[config.mk]
export PLATFORM = sky130hd
export DESIGN_NAME = barrido_display
export DESIGN_NICKNAME = d
export VERILOG_FILES = /design/src/rtl/display_pkg.sv /design/src/rtl/divisor_tick.sv /design/src/rtl/barrido_display.sv
export SDC_FILE = /design/constraint.sdc
export NUM_CORES = 1
export LEC_CHECK = 0
export CAP_MARGIN = 40
export CORE_ASPECT_RATIO = 1.1
export CORE_UTILIZATION = 37
export CTS_BUF_LIST = sky130_fd_sc_hd__clkbuf_16
export CTS_CLUSTER_SIZE = 8
export DETAILED_ROUTE_END_ITERATION = 6
export HOLD_SLACK_MARGIN = 0.06
export PLACE_DENSITY = 0.67
export SLEW_MARGIN = 10
export SYNTH_ARGS = -nofsm -noshare
export SYNTH_HDL_FRONTEND = slang
export SYNTH_HIERARCHICAL = 1
export SYNTH_SLANG_ARGS = --single-unit
[constraint.sdc]
create_clock -name clk -period 3.75 [get_ports clk]
set_clock_uncertainty 0.05 [all_clocks]
set_input_delay 0.5625 -clock clk [delete_from_list [all_inputs] [get_ports clk]]
set_output_delay 0.5625 -clock clk [all_outputs]
set_load 0.02 [all_outputs]
[src/rtl/display_pkg.sv]
// display_pkg: shared constants and helpers for the 7-segment display blocks
package display_pkg;

    // Wide enough for the largest supported display; callers slice to their width.
    localparam logic [7:0] ANODE_OFF = 8'hFF;

    function automatic int idx_width(input int n);
        return (n > 1) ? $clog2(n) : 1;
    endfunction

    function automatic logic [3:0] nibble_sel(input logic [31:0] v, input logic [2:0] i);
        return v[{i, 2'b00} +: 4];
    endfunction

endpackage

[src/rtl/divisor_tick.sv]
// divisor_tick: free-running prescaler counting 0..DIV-1 with a wrap tick
module divisor_tick #(
    parameter int DIV = 50000,
    parameter int W   = (DIV > 1) ? $clog2(DIV) : 1
) (
    input  logic         clk,
    input  logic         rst_n,
    output logic [W-1:0] cnt,
    output logic         tick
);

    assign tick = cnt == W'(DIV - 1);

    always_ff @(posedge clk or negedge rst_n)
        if (!rst_n) cnt <= '0;
        else        cnt <= tick ? '0 : cnt + 1'b1;

endmodule

[src/rtl/barrido_display.sv]
// barrido_display: time-multiplexed scanner for a common-anode 7-segment display
// with frame-aligned value updates and per-digit blanking
module barrido_display
    import display_pkg::*;
#(
    parameter int N_DIGITS    = 4,
    parameter int REFRESH_DIV = 50000,
    parameter int GUARD       = 2
) (
    input  logic                  clk,
    input  logic                  rst_n,
    input  logic [4*N_DIGITS-1:0] value_in,
    input  logic                  load,
    input  logic [N_DIGITS-1:0]   blank_mask,
    output logic [3:0]            bin,
    output logic [N_DIGITS-1:0]   anodo,
    output logic                  pending,
    output logic                  frame_done
);

    localparam int CW = $clog2(REFRESH_DIV);
    localparam int IW = idx_width(N_DIGITS);
    localparam int VW = 4 * N_DIGITS;

    logic [CW-1:0] cnt;
    logic          tick;
    logic [IW-1:0] idx;
    logic [VW-1:0] staging, active;
    logic          boundary;

    divisor_tick #(.DIV(REFRESH_DIV), .W(CW)) u_div (
        .clk   (clk),
        .rst_n (rst_n),
        .cnt   (cnt),
        .tick  (tick)
    );

    assign boundary = tick && idx == IW'(N_DIGITS - 1);

    always_ff @(posedge clk or negedge rst_n)
        if (!rst_n) begin
            idx        <= '0;
            staging    <= '0;
            active     <= '0;
            pending    <= 1'b0;
            bin        <= 4'h0;
            anodo      <= ANODE_OFF[N_DIGITS-1:0];
            frame_done <= 1'b0;
        end else begin
            idx        <= tick ? (idx == IW'(N_DIGITS - 1) ? '0 : idx + 1'b1) : idx;
            staging    <= load ? value_in : staging;
            // a load landing on the boundary bypasses staging so the newest value wins
            active     <= boundary ? (load ? value_in : pending ? staging : active) : active;
            pending    <= !boundary && (load || pending);
            bin        <= nibble_sel(32'(active), 3'(idx));
            anodo      <= (cnt < CW'(GUARD) || blank_mask[idx]) ? ANODE_OFF[N_DIGITS-1:0]
                                                                : ~(N_DIGITS'(1) << idx);
            frame_done <= boundary;
        end

endmodule
After elaboration in Yosys (flattened, before gate mapping)
Cells that the tools add are included.
{"block": "classes", "bitwise_logic": 1, "muxes": 7, "add_sub_neg": 2, "eq_ne": 2, "n_shift": 2, "order_cmp": 2, "n_reduce_logical": 7}
{"op": "16-bit two-way mux", "n": 3}
{"op": "32-bit by 5-bit indexed part select with 4-bit output", "n": 1}
{"op": "16-bit by 1-bit adder with 16-bit output, second input constant", "n": 1}
{"op": "16-bit equality test, second input constant", "n": 1}
{"op": "16-bit by 2-bit < comparator with 1-bit output, second input constant", "n": 1}
{"op": "4-bit two-way mux", "n": 1}
{"op": "4-bit inverter", "n": 1}
{"op": "1-bit by 2-bit << shifter with 4-bit output, first input constant", "n": 1}
{"op": "2-bit by 3-bit < comparator with 1-bit output, second input constant", "n": 1}
{"op": "2-bit by 1-bit adder with 2-bit output, second input constant", "n": 1}
{"op": "1-bit binary-select mux with 2-bit select", "n": 1}
{"op": "2-bit equality test, second input constant", "n": 1}
{"op": "1-bit logical AND", "n": 2}
{"op": "1-bit logical OR", "n": 2}
{"op": "2-bit two-way mux", "n": 1}
{"op": "2-bit AND reduction", "n": 1}
{"op": "2-bit nonzero test", "n": 1}
{"op": "1-bit logical NOT", "n": 1}
{"op": "1-bit two-way mux", "n": 1}
{"block": "word_totals", "reg_bits": 60, "input_bits": 23, "out_inout_bits": 10, "elab_cells": 31}

Logic depth before layout (Yosys ltp)
{"block": "logic_depth", "depth_word": 4, "ltp_mapped": 9, "mapped_depth_nobuf": 6}

Cells and area by module
The synthesis kept the hierarchy.
{"module": "barrido_display", "seq_area_each_um2": 1106.1, "cells_per_inst": 112, "area_per_inst_um2": 1858.0, "instances": 1}
{"module": "divisor_tick", "seq_area_each_um2": 400.4, "cells_per_inst": 67, "area_per_inst_um2": 762.0, "instances": 1}

Worst setup path before layout
OpenSTA, ideal clock, no wires.
{"block": "synth_path", "path_kind": "register to register", "startpoint": "register u_div.cnt[0]", "endpoint": "register active[12]", "synth_period_minus_slack_ns": 2.135, "slack_ns": 1.615, "required_ns": 3.575, "path_buffers": 3, "stages_incl_launch_ff": 10, "arrival_time_ns": 1.960, "setup_time_ns": 0.125, "path_cell_list": "dfrtp_1 -> ha_1 -> and3_1 -> buf_2 -> and4_1 -> buf_6 -> and2_4 -> o21ai_4 -> buf_6 -> mux2_2"}
{"block": "synth_via", "elab_chain_len": 3}
{"element": "start, declared", "line": "divisor_tick.sv:8", "text": "output logic [W-1:0] cnt,"}
{"element": "start signal, assigned", "line": "divisor_tick.sv:16", "text": "else cnt <= tick ? '0 : cnt + 1'b1;"}
{"element": "16-bit equality test", "line": "divisor_tick.sv:12", "text": "assign tick = cnt == W'(DIV - 1);"}
{"element": "net tick", "line": "barrido_display.sv:26", "text": "logic tick;"}
{"element": "1-bit logical AND", "line": "barrido_display.sv:38", "text": "assign boundary = tick && idx == IW'(N_DIGITS - 1);"}
{"element": "net boundary", "line": "barrido_display.sv:29", "text": "logic boundary;"}
{"element": "2-bit AND reduction (no line)"}
{"element": "end signal, assigned", "line": "barrido_display.sv:53", "text": "active <= boundary ? (load ? value_in : pending ? staging : active) : active;"}
{"element": "end, declared", "line": "barrido_display.sv:28", "text": "logic [VW-1:0] staging, active;"}
The timed path passes the listed nets, and every way through them passes these cells.
A chain may end at the register's enable or synchronous reset.

Final worst setup path
{"block": "layout_path", "startpoint": "register u_div.cnt[1]", "endpoint": "register active[1]"}
Same word-level chain as after synthesis.

==> reports/results.ini <==
[clock_network]
clk_latency_ns = 0.32
cts_buffers = 9
tritoncts = built
h-tree-depth = 3
clkSinkCount = 60
cts_hold_buf = 0
cts_buffer_depth = 2
post_cts_resized = 0
cts_root_buf = clkbuf_16
post_cts_buffers = 0
clkTransAtPathRegs_ns = 0.05

[route]
ant_nets = 0
firstDrtPassIters = 4
via_per_inst = 4.81
drt_iter0_drc = 64
drt-total-wl_um = 4450
via_count = 1462
drc = 0
routedWlPerCell_um = 14.6

[sta]
period_needed_ns = 2.39
fin_tns_setup_ns = 0
hold_viol_final = 0
setup_slack_ns = 1.36
fmax_mhz = 419
setup_viol = 0
final.period_utilization_pct = 63.6
grt_setup_unrepaired = false
final_max_slew_viol_count = 0
max_slew.worst_pin.slew_ns = 0.768
maxSlewHeadroom_pct = 48.8

[placed_design]
dpl.hpwl_um = 2990
port_buffers = 32
pre_cts_ws_ns = 1.24
gp_congestion = 0.731
placedCellCount = 288

[synthesis]
syn_inst = 179
syn-num-nets = 207
ys_seq_area_share_pct = 57.5
async_flop_share_pct = 100
ys_seq_elements = 60
yosys_warnings = 6
synth_edf_count = 0
syn_area_um2 = 2620
ys.flop_type = dfrtp_1
ys_types = 34
avgSynthCellArea_um2 = 14.6

[power]
max-vdd-ir-drop_mv = 0.283
p_per_area_nw_per_um2 = 465
power.total_mw = 1.52
leakagePower_nw = 1.51

[finish]
stdcell_count = 304
drive_gt1_share_pct = 28.4
layout.nets = 245
final_cell_mix = 56 x dfrtp_1, 31 x clkdlybuf4s50_1, 18 x mux2_2
n_antenna_cell = 0
fin_util_pct = 48.7
synthToLayoutAreaGrowth_pct = 24.7
mostFrequentLayoutCell = dfrtp_1

[grt]
grt_use_total_pct = 13.8
grt_start_max_net_pins = 36
grt_pass1_vias = 1565
antenna_found_initial = 0
grt_overflow = 0
grt_first_pass_wirelength_um = 7470

[worst_setup_path]
crit_required_ns = 3.91
r2r_slack_ns = 1.36
endpoint_kind = register
reg2reg_to = active[1]
worstPathMaxFanout = 16
worst_setup_path_start_kind = register
critPathKind = reg -> reg
cp.arrival_ns = 2.54
r2r_start = u_div/cnt[1]
r2r_cells = 6

[run_status]
outcome = finished, final reports clean

[hold_path]
hold_path.class = in -> async

[die]
core_um2 = 6710
dieArea_um2 = 7420
die_x_um = 82.2
initial_utilization_pct = 39.0
dieHeight_um = 90.3
rows = 31
io_pins = 33

[job]
maxCapViolCount = 0

==> power by group <==
part	total, mW	leakage, nW	switching [mW]	internal, mW
combinational	0.0758	0.597	0.0315	0.0444
sequential	0.671	0.769	0.00412	0.667
clock	0.774	0.141	0.271	0.503
total	1.52	1.51	0.307	1.21
==> cell families after synthesis <==
group                    after synthesis  share of synthesized area, %
AND/OR/NAND/NOR                       47                          10.6
multiplexers                          40                          20.9
flip-flops                            60                          57.5
adder cells (fa/ha/maj)                5                          2.39
XOR/XNOR                              12                          4.01
buffers and inverters                 10                          3.06
AO/OA/AOI/OAI                          5                          1.53
==> cells in the mapped netlist (all sizes together) (2+ instances only) <==
master	instances	area share (%)
and4	5	1.8
ha	5	2.4
o21ai	3	1.0
xor2	8	2.7
nand3	7	1.3
dfstp	4	4.0
nand2	6	0.86
inv	3	0.43
xnor2	4	1.3
nor2	10	1.4
nand4	4	0.95
mux2	33	16
and2	4	1.1
mux4	4	3.4
and3	2	0.53
dfrtp	56	53
buf	7	2.6
mux2i	3	1.1
nor4	3	0.72
==> stage by stage <==
stage,hold slack (ns),area (um2)
floorplan,0.217,2620
global placement,0.426,2980
detailed placement,0.422,2980
CTS,0.280,3270
global route,0.332,3270
finish,0.258,3270
==> area by class of cell <==
class	count	area [um2]
fill	565	3440
sequential	60	1510
multi-input combinational	109	1030
timing repair buffer	34	330
clock buffer	9	225
tap	82	103
clock inverter	7	58.8
inverter	3	11.3
==> worst max path at each step <==
stage	to	start	slack, ns
finish	active[1]	u_div/cnt[1]	1.36
global placement	active[3]	load	1.28
floorplan	active[12]	u_div/cnt[0]	1.61
global route	active[1]	u_div/cnt[1]	1.20
CTS	active[1]	u_div/cnt[1]	1.36
detailed placement	active[2]	load	1.24
==> worst max-delay path, cell delays in order (launching register included) <==
cell	delay [ns]
dfrtp_1	0.39
ha_1	0.21
and3_1	0.30
and4_1	0.52
and2_4	0.25
o21ai_4	0.18
mux2_4	0.37
==> sequential cells by signal (all words and copies together) (netlist names) <==
register,count
idx,2
bin,4
u_div/cnt,16
frame_done,1
pending,1
staging,16
active,16
anodo,4
==> per-layer routing <==
layer  track usage [%]  share of wire, %  vias up  wire, um
met3              5.15               4.6       10       204
met2              20.2                45       29      2000
met1              17.9                48      712      2150
met5                 0                 0        -         0
li1                  -                 -      711         -
met4              6.14               2.1        0        93
No activity file was read; power rests on OpenSTA's default activity.
==> RTL edit, RTL diff (same flow settings) <==
Change the parameter `N_DIGITS` from 4 to 8.
--- a/src/rtl/barrido_display.sv
+++ b/src/rtl/barrido_display.sv
@@ -4,5 +4,5 @@
     import display_pkg::*;
 #(
-    parameter int N_DIGITS    = 4,
+    parameter int N_DIGITS    = 8,
     parameter int REFRESH_DIV = 50000,
     parameter int GUARD       = 2
Ports: changed (resized anodo, blank_mask and value_in); port bits go from 33 to 57. No check against the original RTL was run, so the function may have changed too.
==> RTL edit against the original RTL <==
Worst setup slack better by 0.10 ns. Maximum frequency is 4.6% higher. Count of clock-buffer cells in the layout unchanged. Wire length grew 73%. Non-clock buffer count rose by 29. Cell count increased by 64%. Largest power group is now sequential cells. Sequential cell count grew 37. Power is 41% higher. Largest cell class unchanged. Synthesized area rose by 68%. Synthesized cell count is 58% higher. Critical path depth up 2. Critical path type unchanged. Design area grew 65%.
==> RTL edit: results (changes against the original RTL) <==
[finish] fraction of layout cells with a size suffix above 1 29.7% [was 28.4%]
[worst_setup_path] worst-case reg-to-reg path depth 8 [was 6]
[global_route] Global Route met3 Usage 3.07% [was 5.15%]
[global_route] met2 Usage GRT 22.6% [was 20.2%]
[finish] total number of nets in the final design 395 [was 245]
[sta] final hold slack 0.431 ns [was 0.258 ns]
[place] number of buffers added on ports 56 [was 32]
[yosys] number of distinct library cells after synthesis 36 [was 34]
[global_route] largest net degree at the start of global routing 65 [was 36]
[power] VDD IR max 0.230 mV [was 0.283 mV]
[run_status] run status finished, final reports clean [unchanged]
[yosys] Synth top cells by count sky130_fd_sc_hd__dfrtp_1 (89), sky130_fd_sc_hd__mux2_4 (59), sky130_fd_sc_hd__nand2_1 (19) [was sky130_fd_sc_hd__dfrtp_1 (56), sky130_fd_sc_hd__mux2_2 (18), sky130_fd_sc_hd__mux2_4 (15)]
[power] leakage power figure 2.56 nW [was 1.51 nW]
[yosys] mux contribution to synthesized area 27.3% [was 20.9%]
[place] global placer's final weighted congestion 0.799 [was 0.731]
[yosys] compound-gate portion of the synthesized area 1.23% [was 1.53%]
[worst_setup_path] r2r startpoint u_div/cnt[0] [was u_div/cnt[1]]
[yosys] gate count of the mapped netlist 283 [was 179]
[cts] post-cts hold buffer count 1 [was 0]
[routing] detailed-route vias per instance 4.80 [was 4.81]
[global_route] vias in the first global route 2563 [was 1565]
[place] Detailed Place HPWL 5480 µm [was 2990 µm]
[routing] drt wl/cell 15.4 µm [was 14.6 µm]
[min_path] class of the tightest hold or removal check reg -> reg [was in -> async]
[worst_setup_path] critical path arrival 2.46 ns [was 2.54 ns]
[yosys] nets in the synthesized netlist 333 [was 207]
[global_route] met1 usage in global routing 17.7% [was 17.9%]
[worst_setup_path] worst flop-to-flop path endpoint active[28] [was active[1]]
[worst_setup_path] Slowest Stage Delay on Critical Path 0.40 ns [was 0.52 ns]
[finish] FILL cells 1023 [was 565]
[finish] registers with the most flip-flops active (32), staging (32), u_div/cnt (16) [was active (16), staging (16), u_div/cnt (16)]
[yosys] cells taking the most area after synthesis sky130_fd_sc_hd__dfrtp_1 (51%), sky130_fd_sc_hd__mux2_4 (20%), sky130_fd_sc_hd__dfstp_2 (4.8%) [was sky130_fd_sc_hd__dfrtp_1 (53%), sky130_fd_sc_hd__mux2_4 (8.6%), sky130_fd_sc_hd__mux2_2 (7.7%)]
[place] number of instances in the placed design 483 [was 288]
[cts] Clock Latency Late Sink 0.34 ns [was 0.32 ns]
[global_route] global router's overall resource usage 13.9% [was 13.8%]
[yosys] adder-cell share of the synthesized area 1.99% [was 2.39%]
[yosys] register area share after synthesis 55.5% [was 57.5%]
## RTL edit: changes by cell type in the layout (fill, tap and decap cells not counted), moves of 2 or more
cell,delta
sky130_fd_sc_hd__buf_4,+3
sky130_fd_sc_hd__clkdlybuf4s50_1,+23
sky130_fd_sc_hd__clkinvlp_4,+2
sky130_fd_sc_hd__dfrtp_1,+33
sky130_fd_sc_hd__dfstp_2,+4
sky130_fd_sc_hd__ha_1,+2
sky130_fd_sc_hd__mux2_2,-13
sky130_fd_sc_hd__mux2_4,+44
sky130_fd_sc_hd__mux4_1,+6
sky130_fd_sc_hd__nand2_1,+13
sky130_fd_sc_hd__nand3_1,-4
sky130_fd_sc_hd__nand4_1,+8
sky130_fd_sc_hd__nor2_1,+2
## RTL edit: cell type report
class | instances | area (µm²) | area share, %
Sequential cell | 97 | 2440 | 45.2
Multi-Input combinational cell | 170 | 1820 | 33.8
Timing Repair Buffer | 63 | 641 | 11.9
Clock buffer | 9 | 225 | 4.17
Tap cell | 150 | 188 | 3.48
Clock inverter | 7 | 70.1 | 1.30
Inverter | 4 | 15.0 | 0.278
## RTL edit: layer usage
metal | wire length [µm] | share of wire, % | vias to the layer above
met1 | 3560 | 46 | 1196
met4 | 168 | 2.2 | 0
li1 | - | - | 1141
met2 | 3660 | 48 | 48
met3 | 290 | 3.8 | 13
met5 | 0 | 0 | -
## RTL edit: through the flow
stage	setup slack (ns)	utilization (%)	instance area [µm²]
final	1.47	47.0	5400
after global routing	1.35	47.0	5400
after CTS	1.45	47.0	5400
after detailed placement	1.47	44.3	5090
after global placement	1.19	43.9	5040
after floorplan	1.64	-	4390
## RTL edit: power by group
part / switching [mW] / leakage (nW) / internal [mW]
registers: 0.0109 / 1.24 / 1.08
logic: 0.0607 / 1.19 / 0.0962
clock network: 0.384 / 0.135 / 0.515
